===== config.mk =====
export PLATFORM = sky130hd
export DESIGN_NAME = matrix_result_streamer
export DESIGN_NICKNAME = d
export VERILOG_FILES = /design/src/rtl/matrix_result_streamer.sv
export SDC_FILE = /design/constraint.sdc
export NUM_CORES = 2
export LEC_CHECK = 0
export BUFFER_PORTS_ARGS = -buffer_cell sky130_fd_sc_hd__buf_2
export CORE_AREA = 2 2 500 502
export DETAILED_ROUTE_END_ITERATION = 10
export DIE_AREA = 0 0 502 504
export GPL_TIMING_DRIVEN = 1
export SYNTH_ARGS = -nofsm -noshare
export SYNTH_HDL_FRONTEND = slang
export SYNTH_SLANG_ARGS = --single-unit

===== constraint.sdc =====
create_clock -name clk -period 83.9 [get_ports clk]
set_clock_uncertainty 0.2 [all_clocks]
set_input_delay 12.585 -clock clk [delete_from_list [all_inputs] [get_ports clk]]
set_output_delay 12.585 -clock clk [all_outputs]
set_load 0.05 [all_outputs]

===== src/rtl/matrix_result_streamer.sv =====
`default_nettype none
// ============================================================================
// Module      : matrix_result_streamer
// Description : Output stage for the matrix multiplier. Captures the flattened
//               M x N result matrix on the done_in pulse, then streams the
//               elements out one per cycle in row-major order over a
//               valid/ready handshake. Each element is logically right-shifted
//               by SHIFT and saturated to OUT_WIDTH bits.
//
// Ports       :
//   clk        in   clock, all logic on the rising edge
//   rst        in   synchronous active-high reset
//   done_in    in   one-cycle pulse, C_flat valid this cycle
//   C_flat     in   result matrix, element (r,c) at [(r*N+c)*ACC_WIDTH +: ACC_WIDTH]
//   busy       out  high from capture until the last element is accepted
//   out_valid  out  output element valid
//   out_ready  in   consumer accepts the element
//   out_data   out  scaled and saturated element
//   out_sat    out  current element was clipped
//   out_row    out  row index of the current element
//   out_col    out  column index of the current element
//   out_last   out  current element is (M-1, N-1)
//   overrun    out  one-cycle pulse when a done_in is dropped
//
// Revision    : 1.0 - initial release
// ============================================================================

module matrix_result_streamer #(
    parameter int M         = 6,
    parameter int N         = 6,
    parameter int ACC_WIDTH = 35,
    parameter int OUT_WIDTH = 16,
    parameter int SHIFT     = 0
) (
    input  logic                         clk,
    input  logic                         rst,
    input  logic                         done_in,
    input  logic [M*N*ACC_WIDTH-1:0]     C_flat,
    output logic                         busy,
    output logic                         out_valid,
    input  logic                         out_ready,
    output logic [OUT_WIDTH-1:0]         out_data,
    output logic                         out_sat,
    output logic [$clog2(M):0]           out_row,
    output logic [$clog2(N):0]           out_col,
    output logic                         out_last,
    output logic                         overrun
);

    localparam int c_num_elem = M * N;
    localparam int c_idx_w    = (c_num_elem > 1) ? $clog2(c_num_elem) : 1;
    localparam int c_row_w    = $clog2(M) + 1;
    localparam int c_col_w    = $clog2(N) + 1;

    typedef enum logic [0:0] {
        ST_IDLE   = 1'b0,
        ST_STREAM = 1'b1
    } state_t;

    // ------------------------------------------------------------------------
    // State
    // ------------------------------------------------------------------------
    state_t                 state_q, state_d;
    logic [c_idx_w-1:0]     idx_q,   idx_d;
    logic [c_row_w-1:0]     row_q,   row_d;
    logic [c_col_w-1:0]     col_q,   col_d;
    logic                   overrun_q, overrun_d;
    logic [ACC_WIDTH-1:0]   buf_q [c_num_elem];

    logic                   w_capture;
    logic                   w_streaming;
    logic                   w_handshake;
    logic                   w_at_last;
    logic                   w_col_wrap;

    assign w_streaming = (state_q == ST_STREAM);
    assign w_handshake = w_streaming && out_ready;
    assign w_col_wrap  = (col_q == c_col_w'(N - 1));
    assign w_at_last   = (row_q == c_row_w'(M - 1)) && w_col_wrap;

    // ------------------------------------------------------------------------
    // Next-state logic
    // Row/column are tracked as counters next to the flat index so that no
    // divider is needed to decode the index.
    // ------------------------------------------------------------------------
    always_comb begin
        state_d   = state_q;
        idx_d     = idx_q;
        row_d     = row_q;
        col_d     = col_q;
        overrun_d = 1'b0;
        w_capture = 1'b0;

        case (state_q)
            ST_IDLE: begin
                if (done_in) begin
                    w_capture = 1'b1;
                    state_d   = ST_STREAM;
                    idx_d     = '0;
                    row_d     = '0;
                    col_d     = '0;
                end
            end

            ST_STREAM: begin
                if (w_handshake && w_at_last) begin
                    // Final handshake: either finish, or take a new matrix
                    // straight away so out_valid carries on without a bubble.
                    idx_d = '0;
                    row_d = '0;
                    col_d = '0;
                    if (done_in) begin
                        w_capture = 1'b1;
                    end else begin
                        state_d = ST_IDLE;
                    end
                end else begin
                    if (w_handshake) begin
                        idx_d = idx_q + c_idx_w'(1);
                        if (w_col_wrap) begin
                            col_d = '0;
                            row_d = row_q + c_row_w'(1);
                        end else begin
                            col_d = col_q + c_col_w'(1);
                        end
                    end
                    // Buffer is still in use, so a new result is dropped.
                    overrun_d = done_in;
                end
            end

            default: begin
                state_d = ST_IDLE;
            end
        endcase
    end

    always_ff @(posedge clk) begin
        if (rst) begin
            state_q   <= ST_IDLE;
            idx_q     <= '0;
            row_q     <= '0;
            col_q     <= '0;
            overrun_q <= 1'b0;
        end else begin
            state_q   <= state_d;
            idx_q     <= idx_d;
            row_q     <= row_d;
            col_q     <= col_d;
            overrun_q <= overrun_d;
        end
    end

    // ------------------------------------------------------------------------
    // Capture buffer
    // ------------------------------------------------------------------------
    always_ff @(posedge clk) begin
        if (rst) begin
            for (int i = 0; i < c_num_elem; i++) begin
                buf_q[i] <= '0;
            end
        end else if (w_capture) begin
            for (int i = 0; i < c_num_elem; i++) begin
                buf_q[i] <= C_flat[i*ACC_WIDTH +: ACC_WIDTH];
            end
        end
    end

    // ------------------------------------------------------------------------
    // Scaling and saturation of the current element
    // ------------------------------------------------------------------------
    logic [ACC_WIDTH-1:0] w_elem;
    logic [ACC_WIDTH-1:0] w_shifted;
    logic [OUT_WIDTH-1:0] w_scaled;
    logic                 w_clip;

    assign w_elem    = buf_q[idx_q];
    assign w_shifted = w_elem >> SHIFT;

    generate
        if (OUT_WIDTH >= ACC_WIDTH) begin : g_wide
            // Every shifted value fits: zero-extend, never clip.
            assign w_scaled = OUT_WIDTH'(w_shifted);
            assign w_clip   = 1'b0;
        end else begin : g_narrow
            // When SHIFT clears all the bits above OUT_WIDTH the OR below
            // reduces to a constant 0 and the clip path disappears.
            logic w_over;
            assign w_over   = |w_shifted[ACC_WIDTH-1:OUT_WIDTH];
            assign w_scaled = w_over ? {OUT_WIDTH{1'b1}} : w_shifted[OUT_WIDTH-1:0];
            assign w_clip   = w_over;
        end
    endgenerate

    // ------------------------------------------------------------------------
    // Outputs: decoded from registered state only. Element fields are forced
    // to zero while idle so they read as their reset values between streams.
    // ------------------------------------------------------------------------
    assign busy      = w_streaming;
    assign out_valid = w_streaming;
    assign out_data  = w_streaming ? w_scaled : '0;
    assign out_sat   = w_streaming && w_clip;
    assign out_row   = w_streaming ? row_q : '0;
    assign out_col   = w_streaming ? col_q : '0;
    assign out_last  = w_streaming && w_at_last;
    assign overrun   = overrun_q;

endmodule

`default_nettype wire


# Word level (Yosys, flattened, before mapping)
# Memory sizes are Yosys's and may differ from the RTL's. A register that Yosys moved wholly into a read port is not among the register bits.
# Index checks and enable logic that the tools add are counted.
dict set report totals {
  output_inout_bits 29
  mem_bits_rw 1260
  reg_bits 16
  elab_cells 125
  memories 1
  inputBits 1264
}
dict set report op_classes {
  n_mux 65
  add_sub_neg 3
  bitwise_logic 37
  eq_ne 5
  reduce_logical 9
}
# name depth width read_ports rd_clocked_by_memory_dff write_ports line_no
set mem_list {}
lappend mem_list {buf_q 36 35 1 1 36 68} ;# logic [ACC_WIDTH-1:0] buf_q [c_num_elem];
# operator count
set op_table {}
lappend op_table {{2-to-1 mux 35 bit} 36}
lappend op_table {{2-to-1 mux 4 bit} 9}
lappend op_table {{OR 1 bit} 36}
lappend op_table {{2-to-1 mux 16 bit} 2}
lappend op_table {{2-to-1 mux 6 bit} 5}
lappend op_table {{OR reduction 19 bit} 1}
lappend op_table {{case mux 4 bit (2 select lines)} 2}
lappend op_table {{case mux 6 bit (2 select lines)} 1}
lappend op_table {{adder 4 x 1 -> 4 bit, second input constant} 2}
lappend op_table {{== test 4 x 3 -> 1 bit, second input constant} 2}
lappend op_table {{2-to-1 mux 1 bit} 8}
lappend op_table {{adder 6 x 1 -> 6 bit, second input constant} 1}
lappend op_table {{inequality test 3 x 1 -> 1 bit, second input constant} 2}
lappend op_table {{logical AND 1 bit} 5}
lappend op_table {{case mux 1 bit (2 select lines)} 2}
lappend op_table {{AND reduction 3 bit} 1}
lappend op_table {{OR reduction 3 bit} 1}
lappend op_table {{inequality test 2 bit, second input constant} 1}
lappend op_table {{AND reduction 2 bit} 1}
lappend op_table {{NOT 1 bit} 1}

# Logic depth before layout (Yosys ltp)
dict set report depth {
  ltp_word 9
  depth_mapped 12
}

# Least setup slack after synthesis
# Ideal clock, no wire load.
dict set report synth_path {
  path_type {input-to-reg}
  start {in out_ready}
  end {mem buf_q[0][0] (enable)}
  n_path_buf 0
  setup_slack_ns 10.226
  t_arrival_ns 70.306
  cell_stages 2
  setup_time_ns 3.168
  path_cell_list {a21boi_0 > o21bai_1}
}
# item line_no
set synth_lines {}
lappend synth_lines {{start: declaration} 41} ;# input logic out_ready,
lappend synth_lines {{end: declaration} 68}

==> out/metrics.csv <==
metric,value,unit
cp_required,71.12,ns
hold-path-cell-count,1,
worst_slew_slack_as_a_fraction_of_its_limit,0.154,
clock.fmax,55.0,MHz
total_power_divided_by_cell_area,22.0,nW/um2
postSynth.topFlopCell,sky130_fd_sc_hd__edfxtp_1,
cts_resized,0,
drt-wirelength-per-cell,25.7,um
cts_tree,built,
numClockSinks,1282,
post_synth_edffs,1260,
crit_arrival,5.38,ns
r2r_start,busy$_SDFF_PP0_,
synth_largest_type_area_fraction,0.690,
drt_first_iter_violations,3338,
clockBufferDepth,3,
hold_buffers,0,
startpoint_to_endpoint_class_of_the_critical_path,reg2out,
vias_per_std_cell,4.27,
layout_min_cycle_time,18.17,ns
use_met1,0.187,
antenna_left,0,
cell_internal_pwr,1.18,mW
totalPowerFinal,1.54,mW
floorplan.rows,183,
start_kind,flip-flop,
grt_first_pass_wirelength,290000,um
power.switching_fraction,0.238,
syn-cell-area,54800,um2
cap_viol_max_count,0,
final-setup-viol-count,0,
share_of_flip_flops_with_an_asynchronous_set_or_reset_after_synthesis,0,
detailroute.via_count,35958,
grt.busiest_layer,met2,
hold-worst-slack,0.296,ns
cts_made_buffers,146,
synth.lib_cells_used.distinct,66,
place.detailed.hpwl,168000,um
p_comb_frac,0.085,
rsz0062_at_grt,no,
grt_max_degree,225,
drt-total-wl,217000,um
count_of_h_tree_levels_built_during_cts,4,
vdd_ir_drop_max,0.0179,mV
hold_viol_final,0,
maxSlewViolCount,0,
route.detailed.drc,0,
place.port_buffers,1292,
design.core.area,248000,um2
post_cts_setup_driven_buffer_insertion_count,0,
p_switching,366,uW
outcome,completed,
floorplan.die.height,504,um
cts_root_buf,sky130_fd_sc_hd__clkbuf_16,
synth_top_cells_by_area,"sky130_fd_sc_hd__edfxtp_1, sky130_fd_sc_hd__and2_1, sky130_fd_sc_hd__mux4_2, sky130_fd_sc_hd__clkbuf_1, sky130_fd_sc_hd__nor4_1",
synthToLayoutAreaGrowth,27.8,%
met3_usage,0.0406,
most-common-layout-cells,"sky130_fd_sc_hd__buf_2, sky130_fd_sc_hd__edfxtp_1, sky130_fd_sc_hd__and2_1",
synth.largest_area_cell,sky130_fd_sc_hd__edfxtp_1,
ios,1293,
layout.nets,6175,
layout_commonest_cell,sky130_fd_sc_hd__buf_2,
post_route_cells_drive_above_1_share,0.353,
clock_latency,0.77,ns
initial_utilization,0.221,
antenna_found_initial,106,
grt_overflow,0,
place_congestion,0.886,
p_leak,27.1,nW
drt-pass1-iter-count,6,
vias_in_the_first_global_route,37331,
synthesis.yosys.warnings,0,
end_kind,output port,
die_x,502,um
ys_seq_area_frac,0.698,
syn_inst,3628,
synth.net_count,4897,
post-route-period-util,0.217,
tns,0,ns
hold_start,idx_q[5]$_SDFFE_PP0P_,
flops_latches_synth,1282,
ff2ff_path_depth,9,
seqPwrFrac,0.502,
timing.reg2reg.setup_slack,76.93,ns
gr-usage-met2,0.299,
die-area,253000,um2
clkTransAtPathRegs,0.06,ns
globalRouteTotalUtil,0.165,
pwr-share-clk,0.414,
cp_max_fo,40,
max_slew.worst_pin.slew,1.26,ns
synth_area_per_cell,15.1,um2
r2r-end,buf_q[2][15]$_SDFFCE_PN0P_,
hold_path.class,reg2reg,
## critical path: stages (launching register included)
cell,delay (ns)
sky130_fd_sc_hd__dfxtp_4,0.69
sky130_fd_sc_hd__buf_4,0.60
sky130_fd_sc_hd__buf_4,0.63
sky130_fd_sc_hd__buf_4,0.57
sky130_fd_sc_hd__mux4_2,0.30
sky130_fd_sc_hd__a22oi_1,0.10
sky130_fd_sc_hd__a31oi_1,0.68
sky130_fd_sc_hd__nand2_1,0.41
sky130_fd_sc_hd__o31ai_2,0.14
sky130_fd_sc_hd__buf_2,0.30
## power by group through the flow
stage          clock network [mW]  registers, mW  logic, mW
2_1_floorplan                   0          0.866     0.0627
5_1_grt                     0.675          0.777      0.141
4_1_cts                     0.651          0.774      0.135
3_5_place_dp                    0          0.787      0.134
6_report                    0.638          0.774      0.130
3_3_place_gp                    0          0.786      0.133
## stage by stage
stage / utilization / setup WS [ns] / instance area, um2 / std cells
floorplan: - / 10.23 / 54800 / 3628
global placement: 0.263 / 65.82 / 65200 / 8087
detailed placement: 0.263 / 65.65 / 65200 / 8088
CTS: 0.282 / 65.26 / 69900 / 8354
global route: 0.283 / 65.30 / 70000 / 8375
finish: 0.283 / 65.73 / 70100 / 8416
## worst max path at each step
stage	from	to	slack (ns)	cells past startpoint
after floorplan	out_ready	buf_q[0][0]$_SDFFCE_PN0P_	10.23	2
after global placement	out_ready	buf_q[4][4]$_SDFFCE_PN0P_	65.82	7
after detailed placement	out_ready	buf_q[19][34]$_SDFFCE_PN0P_	65.65	7
after CTS	flip-flop	out_data[5]	65.26	9
after global routing	flip-flop	out_data[3]	65.30	9
final	flip-flop	out_data[10]	65.73	9
## cells in the mapped netlist, types with 22 or more instances
| cell | count |
|---|---|
| sky130_fd_sc_hd__a211oi_1 | 36 |
| sky130_fd_sc_hd__a21oi_1 | 55 |
| sky130_fd_sc_hd__a22oi_1 | 67 |
| sky130_fd_sc_hd__a31oi_1 | 22 |
| sky130_fd_sc_hd__and2_1 | 1199 |
| sky130_fd_sc_hd__buf_2 | 33 |
| sky130_fd_sc_hd__clkbuf_1 | 181 |
| sky130_fd_sc_hd__dfxtp_1 | 22 |
| sky130_fd_sc_hd__edfxtp_1 | 1260 |
| sky130_fd_sc_hd__mux4_2 | 154 |
| sky130_fd_sc_hd__nand2_1 | 38 |
| sky130_fd_sc_hd__nand3_1 | 22 |
| sky130_fd_sc_hd__nor2_1 | 97 |
| sky130_fd_sc_hd__nor2b_1 | 73 |
| sky130_fd_sc_hd__nor3_1 | 83 |
| sky130_fd_sc_hd__nor4_1 | 82 |
| sky130_fd_sc_hd__o21ai_0 | 40 |
## registers in the layout, summed over array words and instances (netlist names), named ones only
| name | flops |
|---|---|
| overrun | 1 |
| row_q | 4 |
| col_q | 4 |
| busy | 1 |
| buf_q | 1260 |
| idx_q | 6 |
## layer usage
metal	wire length (um)	share of wire	vias up
li1	-	-	16069
met3	16200	0.075	356
met2	112000	0.52	1674
met1	80600	0.37	17799
met5	411	0.0019	-
met4	7450	0.034	60
## kinds of logic after synthesis
logic type | synth area share
AOI/OAI and AO/OA | 0.0385
xor gates and xnor gates | 0.000160
and+or+nand+nor | 0.180
buffers and inverters | 0.0182
adders and majority gates | 0.00114
muxes | 0.0638
DFF | 0.698
## layout make-up
cell class	instances	area (um2)
fill	25251	177000
sequential	1282	38300
multi-input combinational	2105	15700
timing repair buffer	1363	7060
tap	3330	4170
clock buffer	171	3830
clock inverter	95	886
antenna	62	155
inverter	8	30.0
(Power assumes the default switching activity.)
